**src/rtl/montgomery_pkg.sv**
```systemverilog
// Shared types and default sizing for the Montgomery reduce scheduler.
package montgomery_pkg;

    typedef enum logic [1:0] {
        IDLE   = 2'd0,
        STREAM = 2'd1,
        DRAIN  = 2'd2
    } sched_state_t;

    localparam int DEF_REGISTER_SIZE = 32;
    localparam int DEF_NUM_BLOCKS    = 256;
    localparam int DEF_R             = 4096;

    // k and N are R bits wide, so they span R/REGISTER_SIZE blocks; so does the result.
    function automatic int const_blocks(input int r, input int reg_size);
        return r / reg_size;
    endfunction

endpackage

```
**src/rtl/wrap_counter.sv**
```systemverilog
// Modulo-MAX up counter with enable and synchronous clear; clear wins over enable.
module wrap_counter #(
    parameter int WIDTH = 7,
    parameter int MAX   = 128
) (
    input  logic             clk_in,
    input  logic             rst_in,
    input  logic             en,
    input  logic             clr,
    output logic [WIDTH-1:0] count
);

    localparam logic [WIDTH-1:0] TOP = WIDTH'(MAX - 1);

    always_ff @(posedge clk_in or negedge rst_in) begin
        if (!rst_in) begin
            count <= '0;
        end else if (clr) begin
            count <= '0;
        end else if (en) begin
            count <= (count == TOP) ? '0 : count + 1'b1;
        end
    end

endmodule

```
**src/rtl/montgomery_reduce_scheduler.sv**
```systemverilog
// Shares one Montgomery reduce datapath between two requesters, one whole T
// operand at a time, and routes the reducer's result blocks back to the job owner.
module montgomery_reduce_scheduler
    import montgomery_pkg::*;
#(
    parameter int REGISTER_SIZE = DEF_REGISTER_SIZE,
    parameter int NUM_BLOCKS    = DEF_NUM_BLOCKS,
    parameter int R             = DEF_R,
    parameter int CONST_BLOCKS  = const_blocks(R, REGISTER_SIZE),
    parameter int ADDR_W        = $clog2(CONST_BLOCKS)
) (
    input  logic                     clk_in,
    input  logic                     rst_in,
    input  logic [1:0]               req_valid_in,
    input  logic [REGISTER_SIZE-1:0] req0_block_in,
    input  logic [REGISTER_SIZE-1:0] req1_block_in,
    output logic [1:0]               req_ready_out,
    output logic                     red_valid_out,
    output logic [REGISTER_SIZE-1:0] red_T_block_out,
    input  logic                     consumed_k_in,
    input  logic                     consumed_N_in,
    output logic [ADDR_W-1:0]        k_addr_out,
    output logic [ADDR_W-1:0]        n_addr_out,
    input  logic                     red_valid_in,
    input  logic [REGISTER_SIZE-1:0] red_block_in,
    output logic [1:0]               res_valid_out,
    output logic [REGISTER_SIZE-1:0] res_block_out,
    output logic                     res_last_out,
    output logic                     busy_out,
    output logic                     owner_out,
    output logic                     error_out
);

    localparam int CNT_W = (NUM_BLOCKS > 1) ? $clog2(NUM_BLOCKS) : 1;
    localparam logic [CNT_W-1:0]  IN_LAST  = CNT_W'(NUM_BLOCKS - 1);
    localparam logic [ADDR_W-1:0] OUT_LAST = ADDR_W'(CONST_BLOCKS - 1);

    sched_state_t      state, state_next;
    logic              owner, last_owner;
    logic [CNT_W-1:0]  in_cnt;
    logic [ADDR_W-1:0] out_cnt;
    logic              xfer, res_accept, res_final, grant_sel;

    // Handshake: a T block moves on any rising edge where req_valid_in[owner]
    // and req_ready_out[owner] are both high; a requester holds valid and data
    // stable until then. Ready depends only on state and owner, never on valid.
    assign req_ready_out = (state == STREAM) ? (owner ? 2'b10 : 2'b01) : 2'b00;
    assign xfer          = (state == STREAM) && req_valid_in[owner];
    assign res_accept    = (state == DRAIN) && red_valid_in;
    assign res_final     = res_accept && (out_cnt == OUT_LAST);
    // On a tie the requester that did not own the previous job wins.
    assign grant_sel     = (&req_valid_in) ? ~last_owner : req_valid_in[1];
    assign busy_out      = (state != IDLE);
    assign owner_out     = owner;

    always_ff @(posedge clk_in or negedge rst_in) begin
        if (!rst_in) begin
            state <= IDLE;
        end else begin
            state <= state_next;
        end
    end

    always_comb begin
        state_next = state;
        case (state)
            IDLE:    if (|req_valid_in) state_next = STREAM;
            STREAM:  if (xfer && (in_cnt == IN_LAST)) state_next = DRAIN;
            DRAIN:   if (res_final) state_next = IDLE;
            default: state_next = IDLE;
        endcase
    end

    always_ff @(posedge clk_in or negedge rst_in) begin
        if (!rst_in) begin
            owner           <= 1'b0;
            last_owner      <= 1'b1;
            in_cnt          <= '0;
            out_cnt         <= '0;
            red_valid_out   <= 1'b0;
            red_T_block_out <= '0;
            res_valid_out   <= 2'b00;
            res_block_out   <= '0;
            res_last_out    <= 1'b0;
            error_out       <= 1'b0;
        end else begin
            red_valid_out <= xfer;
            res_valid_out <= 2'b00;
            res_last_out  <= 1'b0;
            if (xfer) begin
                red_T_block_out <= owner ? req1_block_in : req0_block_in;
                in_cnt          <= (in_cnt == IN_LAST) ? '0 : in_cnt + 1'b1;
            end
            if ((state == IDLE) && (|req_valid_in)) begin
                owner <= grant_sel;
            end
            if (res_accept) begin
                res_valid_out <= owner ? 2'b10 : 2'b01;
                res_block_out <= red_block_in;
                res_last_out  <= res_final;
                out_cnt       <= res_final ? '0 : out_cnt + 1'b1;
            end
            if (res_final) begin
                last_owner <= owner;
            end
            // Stray result blocks and constant fetches with no job in flight are dropped.
            if ((red_valid_in && (state != DRAIN)) ||
                ((consumed_k_in || consumed_N_in) && (state == IDLE))) begin
                error_out <= 1'b1;
            end
        end
    end

    wrap_counter #(.WIDTH(ADDR_W), .MAX(CONST_BLOCKS)) u_k_addr (
        .clk_in (clk_in),
        .rst_in (rst_in),
        .en     (consumed_k_in && (state != IDLE)),
        .clr    (res_final),
        .count  (k_addr_out)
    );

    wrap_counter #(.WIDTH(ADDR_W), .MAX(CONST_BLOCKS)) u_n_addr (
        .clk_in (clk_in),
        .rst_in (rst_in),
        .en     (consumed_N_in && (state != IDLE)),
        .clr    (res_final),
        .count  (n_addr_out)
    );

endmodule

```
**config.mk**
```make
export PLATFORM = sky130hd
export DESIGN_NAME = montgomery_reduce_scheduler
export DESIGN_NICKNAME = d
export VERILOG_FILES = /design/src/rtl/montgomery_pkg.sv /design/src/rtl/wrap_counter.sv /design/src/rtl/montgomery_reduce_scheduler.sv
export SDC_FILE = /design/constraint.sdc
export NUM_CORES = 1
export LEC_CHECK = 0
export CAP_MARGIN = 10
export CORE_MARGIN = 5
export CORE_UTILIZATION = 25
export DETAILED_ROUTE_END_ITERATION = 10
export SETUP_SLACK_MARGIN = 0.3
export SLEW_MARGIN = 5
export SYNTH_ARGS = -nofsm -noshare
export SYNTH_HDL_FRONTEND = slang
export SYNTH_SLANG_ARGS = --single-unit
```
**constraint.sdc**
```tcl
create_clock -name clk_in -period 4.4 [get_ports clk_in]
set_clock_uncertainty 0.1 [all_clocks]
set_input_delay 0.44 -clock clk_in [delete_from_list [all_inputs] [get_ports clk_in]]
set_output_delay 0.44 -clock clk_in [all_outputs]
set_load 0.02 [all_outputs]
```
==> results_dict.tcl, run 1 <==
set metrics [dict create \
    status "completed" \
    final_nets 745 \
    synth.area.mux_share 0.0793 \
    fin_crit_ps 2540 \
    h-tree-depth 3 \
    overflow 0 \
    postCtsHoldBufs 0 \
    reg2reg_depth 4 \
    r2r_start "state[0]$_DFFE_PN0P_" \
    setup_viol 0 \
    cts_tree "done" \
    holdWs_ps 59.1 \
    hold_viol 0 \
    async_flop_share 1.00 \
    grt_pass1_vias 3926 \
    clk_pin_slew_ps 80 \
    routedWlPerCell_um 14.0 \
    peakVddDrop_v 0.000195 \
    grt.total_usage 0.119 \
    cts_resized 0 \
    drive_above_1_share 0.0482 \
    clockBufferDepth 2 \
    synth_edf_count 0 \
    design.die.area_mm2 0.0208 \
    max_freq_mhz 393 \
    power.switching_fraction 0.334 \
    drc 0 \
    p_comb_frac 0.316 \
    drt-total-wl_um 12200 \
    worst_pin_slew_ps 1020 \
    end_kind "output port" \
    antenna_found_initial 0 \
    port_buffers 189 \
    timing.final.crit_share 0.578 \
    synth_xor_area_frac 0.0291 \
    pwr_density_cell_mw_per_mm2 430 \
    firstDrtPassIters 4 \
    grt_pass1_wl_um 19700 \
    yosys.area.top_type "dfrtp_1" \
    synth_ff_type "dfrtp_1" \
    antennaDiodeCount 0 \
    hpwl_um 8980 \
    synth-seq-area-share 0.566 \
    seq_power_share 0.427 \
    synth_top_family_by_area "simple AND/OR/NAND/NOR gates" \
    area.growth.synth_to_final_pct 52.6 \
    vias_per_cell 4.42 \
    rr_endpoint "out_cnt[5]$_DFFE_PN0P_" \
    ant_nets 0 \
    start_util 0.253 \
    syn_area_per_cell_um2 9.90 \
    cts_setup_buffers 0 \
    grt_setup_unrepaired "no" \
    reg2reg_slack_ps 2040 \
    cts_sinks 102 \
    yosysUniqueCellTypes 39 \
    cts_buffers 9 \
    net-switching-power_uw 990 \
    clock_power_share 0.257 \
    leakage_nw 3.09 \
    synthTopCellsByArea "dfrtp_1 56%, nand2_1 9.8%, mux2i_1 7.1%" \
    synth_most_common_cell "nand2_1" \
    syn-num-nets 563 \
    crit_type "register to output port" \
    coreArea_mm2 0.0178 \
    cp_max_fo 34 \
    synthesis.area_mm2 0.00451 \
    rows 49 \
    vias 3854 \
    netlist.area_leader.share 0.560 \
    root_buffer "clkbuf_16" \
    hp-class "input pin to async pin" \
    grt_max_degree 67 \
    dieWidth_um 144 \
    die_y_um 144 \
    gp_congestion 0.817 \
    arrival_ps 2000 \
    synth-compound-area-share 0.0740 \
    drv_slew 0 \
    io_pins 190 \
    slew-limit-headroom 0.312 \
    drv_cap 0 \
    synth_cells 456 \
    worstSetupStartpointType "register" \
    drt_iter0_markers 229 \
    p_int_mw 1.97 \
    yosys_warnings 0 \
    ys_ff_latch 102 \
    synth_commonest_cells "118 x nand2_1, 101 x dfrtp_1, 56 x nor2_1" \
    clk_latency_ps 340 \
    synthSimpleGateAreaFrac 0.210 \
    worst_ep_required_time_ps 3860 \
    tns_ps 0 \
    synthAdderAreaFrac 0.0111 \
]
critical path: stages, from the launching register on:
cell	delay (ps)
dfrtp_2	430
buf_4	490
clkdlybuf4s50_1	710
registers in the layout, summed over array words and instances, names as in the netlist, 2 cells and up:
name and count:
u_k_addr.count 7, res_block_out 32, res_valid_out 2, out_cnt 7
state 2, u_n_addr.count 7, red_T_block_out 32, in_cnt 8
area by class of cell:
| cell class | instances | area, um2 |
|---|---|---|
| inverters | 4 | 15.0 |
| clock buffers | 10 | 229 |
| repair buffers | 194 | 1930 |
| well taps | 229 | 287 |
| flip-flops and latches | 102 | 2550 |
| fillers | 1710 | 11000 |
| clock inverters | 6 | 53.8 |
| multi-input cells | 327 | 1820 |
through the flow:
| stage | instance area, um2 | setup WS [ps] | util | cells | power [mW] |
|---|---|---|---|---|---|
| detailed placement | 6600 | 1630 | 0.370 | 856 | 2.22 |
| finish | 6890 | 1860 | 0.386 | 872 | 2.96 |
| CTS | 6890 | 1810 | 0.386 | 872 | 3.01 |
| global route | 6890 | 1750 | 0.386 | 872 | 3.14 |
| global placement | 6600 | 1670 | 0.370 | 856 | 2.20 |
| floorplan | 4510 | 2500 | - | 456 | 1.72 |
how the worst max path moves through the flow:
stage	startpoint	to	slack (ps)	cells past startpoint
final	owner_out$_DFFE_PN0P_	owner_out	1860	2
after global placement	red_valid_in	out_cnt[5]$_DFFE_PN0P_	1670	5
after CTS	owner_out$_DFFE_PN0P_	owner_out	1810	2
after global routing	owner_out$_DFFE_PN0P_	owner_out	1750	2
after floorplan	owner_out$_DFFE_PN0P_	req_ready_out[1]	2500	4
after detailed placement	red_valid_in	out_cnt[5]$_DFFE_PN0P_	1630	5
per-layer routing:
metal / vias to the layer above / routed length, um / part of all wire / track usage
met5: - / 0 / 0 / 0
met4: 0 / 329 / 0.027 / 0.0560
met3: 22 / 1210 / 0.10 / 0.0394
met2: 167 / 5380 / 0.44 / 0.187
met1: 1773 / 5240 / 0.43 / 0.147
li1: 1892 / - / - / -
cells by family after synthesis:
group                    count (synthesis)
AND/OR/NAND/NOR                        214
flip-flops                             102
AO/OA/AOI/OAI                           59
multiplexers                            35
buffers and inverters                   27
XOR/XNOR                                15
adder cells (fa/ha/maj)                  4
power groups by stage:
stage | Clock (mW) | Combinational (mW) | Sequential, mW
after global routing | 0.833 | 1.02 | 1.29
after floorplan | 0 | 0.293 | 1.43
after global placement | 0 | 0.933 | 1.27
after CTS | 0.796 | 0.951 | 1.26
after detailed placement | 0 | 0.949 | 1.27
final | 0.760 | 0.937 | 1.26
cell usage in the layout (no fill, tap or decap), types with 5 or more instances in the layout:
cell type / netlist / layout
nand3_1: 6 / 6
nand2_1: 118 / 118
nor3_1: 5 / 5
xor2_1: 11 / 11
clkdlybuf4s50_1: 0 / 188
a21oi_1: 38 / 38
o21ai_0: 6 / 6
dfrtp_1: 101 / 100
buf_4: 3 / 6
nor2_1: 56 / 56
clkbuf_16: 0 / 9
mux2i_1: 32 / 32
nand4_1: 10 / 10
Power figures use the tool's default switching activity.
==> inputs of run 2 (changes only) <==
clock period = 2.55 ns   (was 4.4 ns; I/O delays follow)
==> run 2 against run 1 <==
Net effect: design area rose by 0.67%; cell count rose by 0.46%; register-to-register slack got worse by 1300 ps; non-clock buffer count is 4 higher; critical path depth increased by 1; hold slack better by 270 ps; routed wire length rose by 1.7%; first-iteration DRC count is 11% lower; setup slack worse by 1400 ps; global-route usage up 0.10 points; flip-flop and latch count stayed put; critical path type unchanged; critical endpoint is now busy_out; largest power group unchanged.
==> results_dict.tcl, run 2 (synthesis results as in run 1) <==
set metrics [dict create \
    power.switching_fraction 0.332 \
    drt_iter0_markers 203 \
    grt.total_usage 0.120 \
    gp_congestion 0.815 \
    worst_pin_slew_ps 584 \
    vias_per_cell 4.38 \
    cts_tree "done" \
    start_util 0.253 \
    final_nets 749 \
    p_int_mw 3.40 \
    die_y_um 144 \
    drt-total-wl_um 12400 \
    grt_max_degree 69 \
    hold_viol 0 \
    area.growth.synth_to_final_pct 53.6 \
    p_comb_frac 0.318 \
    clk_pin_slew_ps 70 \
    vias 3835 \
    worst_ep_required_time_ps 2190 \
    tns_ps 0 \
    peakVddDrop_v 0.000338 \
    arrival_ps 1690 \
    antennaDiodeCount 0 \
    net-switching-power_mw 1.69 \
    cp_max_fo 12 \
    seq_power_share 0.430 \
    leakage_nw 3.13 \
    grt_pass1_wl_um 19700 \
    dieWidth_um 144 \
    setup_slack_ps 503 \
    h-tree-depth 3 \
    drive_above_1_share 0.0541 \
    n_fill_cell 1717 \
    crit_type "register to output port" \
    root_buffer "clkbuf_16" \
    ant_nets 0 \
    timing.final.crit_share 0.803 \
    drc 0 \
    setup_viol 0 \
    status "completed" \
    pwr_density_cell_mw_per_mm2 735 \
    grt_setup_unrepaired "no" \
    final_common_cell "clkdlybuf4s50_1" \
    coreArea_mm2 0.0178 \
    hp-class "input pin to register" \
    clk_latency_ps 340 \
    slew-limit-headroom 0.611 \
    rows 49 \
    design.die.area_mm2 0.0208 \
    antenna_found_initial 0 \
    routedWlPerCell_um 14.1 \
    cts_buffers 9 \
    hpwl_um 9380 \
    overflow 0 \
    drv_slew 0 \
    worstSetupStartpointType "register" \
    reg_top3 "red_T_block_out x32, res_block_out x32, in_cnt x8" \
    utilization 0.389 \
    mostFrequentLayoutCells "186 x clkdlybuf4s50_1, 118 x nand2_1, 98 x dfrtp_1" \
    cts_setup_buffers 0 \
    firstDrtPassIters 4 \
    grt_pass1_vias 3937 \
    end_kind "output port" \
    io_pins 190 \
    place_ws_ps 492 \
    fin_crit_ps 2050 \
    cts_sinks 102 \
    port_buffers 189 \
    max_freq_mhz 489 \
    clockBufferDepth 2 \
    drv_cap 0 \
    clock_power_share 0.252 \
]
## run 2: path summary, 6_finish.rpt
path                                               start                         endpoint  cells after the start  slack (ps)
setup / recovery                    state[1]$_DFFE_PN0P_                         busy_out                      3         500
hold / removal                          red_block_in[13]    res_block_out[13]$_DFFE_PN0P_                      3         330
setup reg to reg                    state[1]$_DFFE_PN0P_            in_cnt[4]$_DFFE_PN0P_                      6         740
hold reg to reg            res_block_out[12]$_DFFE_PN0P_    res_block_out[12]$_DFFE_PN0P_                      2         380
max in group asynchronous                         rst_in    res_block_out[12]$_DFFE_PN0P_                      3        1190
min in group asynchronous                         rst_in  red_T_block_out[25]$_DFFE_PN0P_                      2         340
## run 2: area by class of cell
type / instances / area [um2] / area share
clock buffer: 11 / 233 / 0.0336
inverter: 4 / 15.0 / 0.00217
sequential: 102 / 2560 / 0.369
clock inverter: 5 / 43.8 / 0.00632
timing repair buffer: 198 / 1980 / 0.285
multi-input combinational: 327 / 1820 / 0.262
tap: 229 / 287 / 0.0413
## run 2: power groups by stage
stage | Clock (mW) | Sequential [mW] | Combinational, mW
after floorplan | 0 | 2.46 | 0.506
after global placement | 0 | 2.20 | 1.62
after detailed placement | 0 | 2.21 | 1.64
after CTS | 1.35 | 2.19 | 1.65
after global routing | 1.42 | 2.24 | 1.76
final | 1.28 | 2.19 | 1.62
## run 2: metal layers
metal  wire length [um]  vias up  track usage  share of wire
li1                   -     1897            -              -
met1               5170     1778        0.146           0.42
met2               5780      151        0.194           0.47
met3               1270        9       0.0456           0.10
met4                155        0       0.0432          0.013
met5                  0        -            0              0
## run 2: per-stage QoR
| stage | hold WS, ps | total power, mW | cells | instance area, um2 |
|---|---|---|---|---|
| global route | 327 | 5.41 | 876 | 6930 |
| floorplan | -141 | 2.97 | 456 | 4510 |
| finish | 331 | 5.09 | 876 | 6930 |
| global placement | 186 | 3.82 | 859 | 6640 |
| CTS | 317 | 5.19 | 876 | 6930 |
| detailed placement | 189 | 3.85 | 859 | 6640 |
## run 2: repair_timing
action | CTS | global route
gates resized for setup | 2 | 2
endpoints found under the setup margin | 2 | 2
hold buffers | 1 | 0
gates cloned | 0 | 0
hold endpoints to repair | 39 | 0
## run 2: worst max-delay path, cell delays in order (launching register included)
cell and delay, ps:
dfrtp_2 500, nor2_1 230, inv_1 70, clkdlybuf4s50_1 550
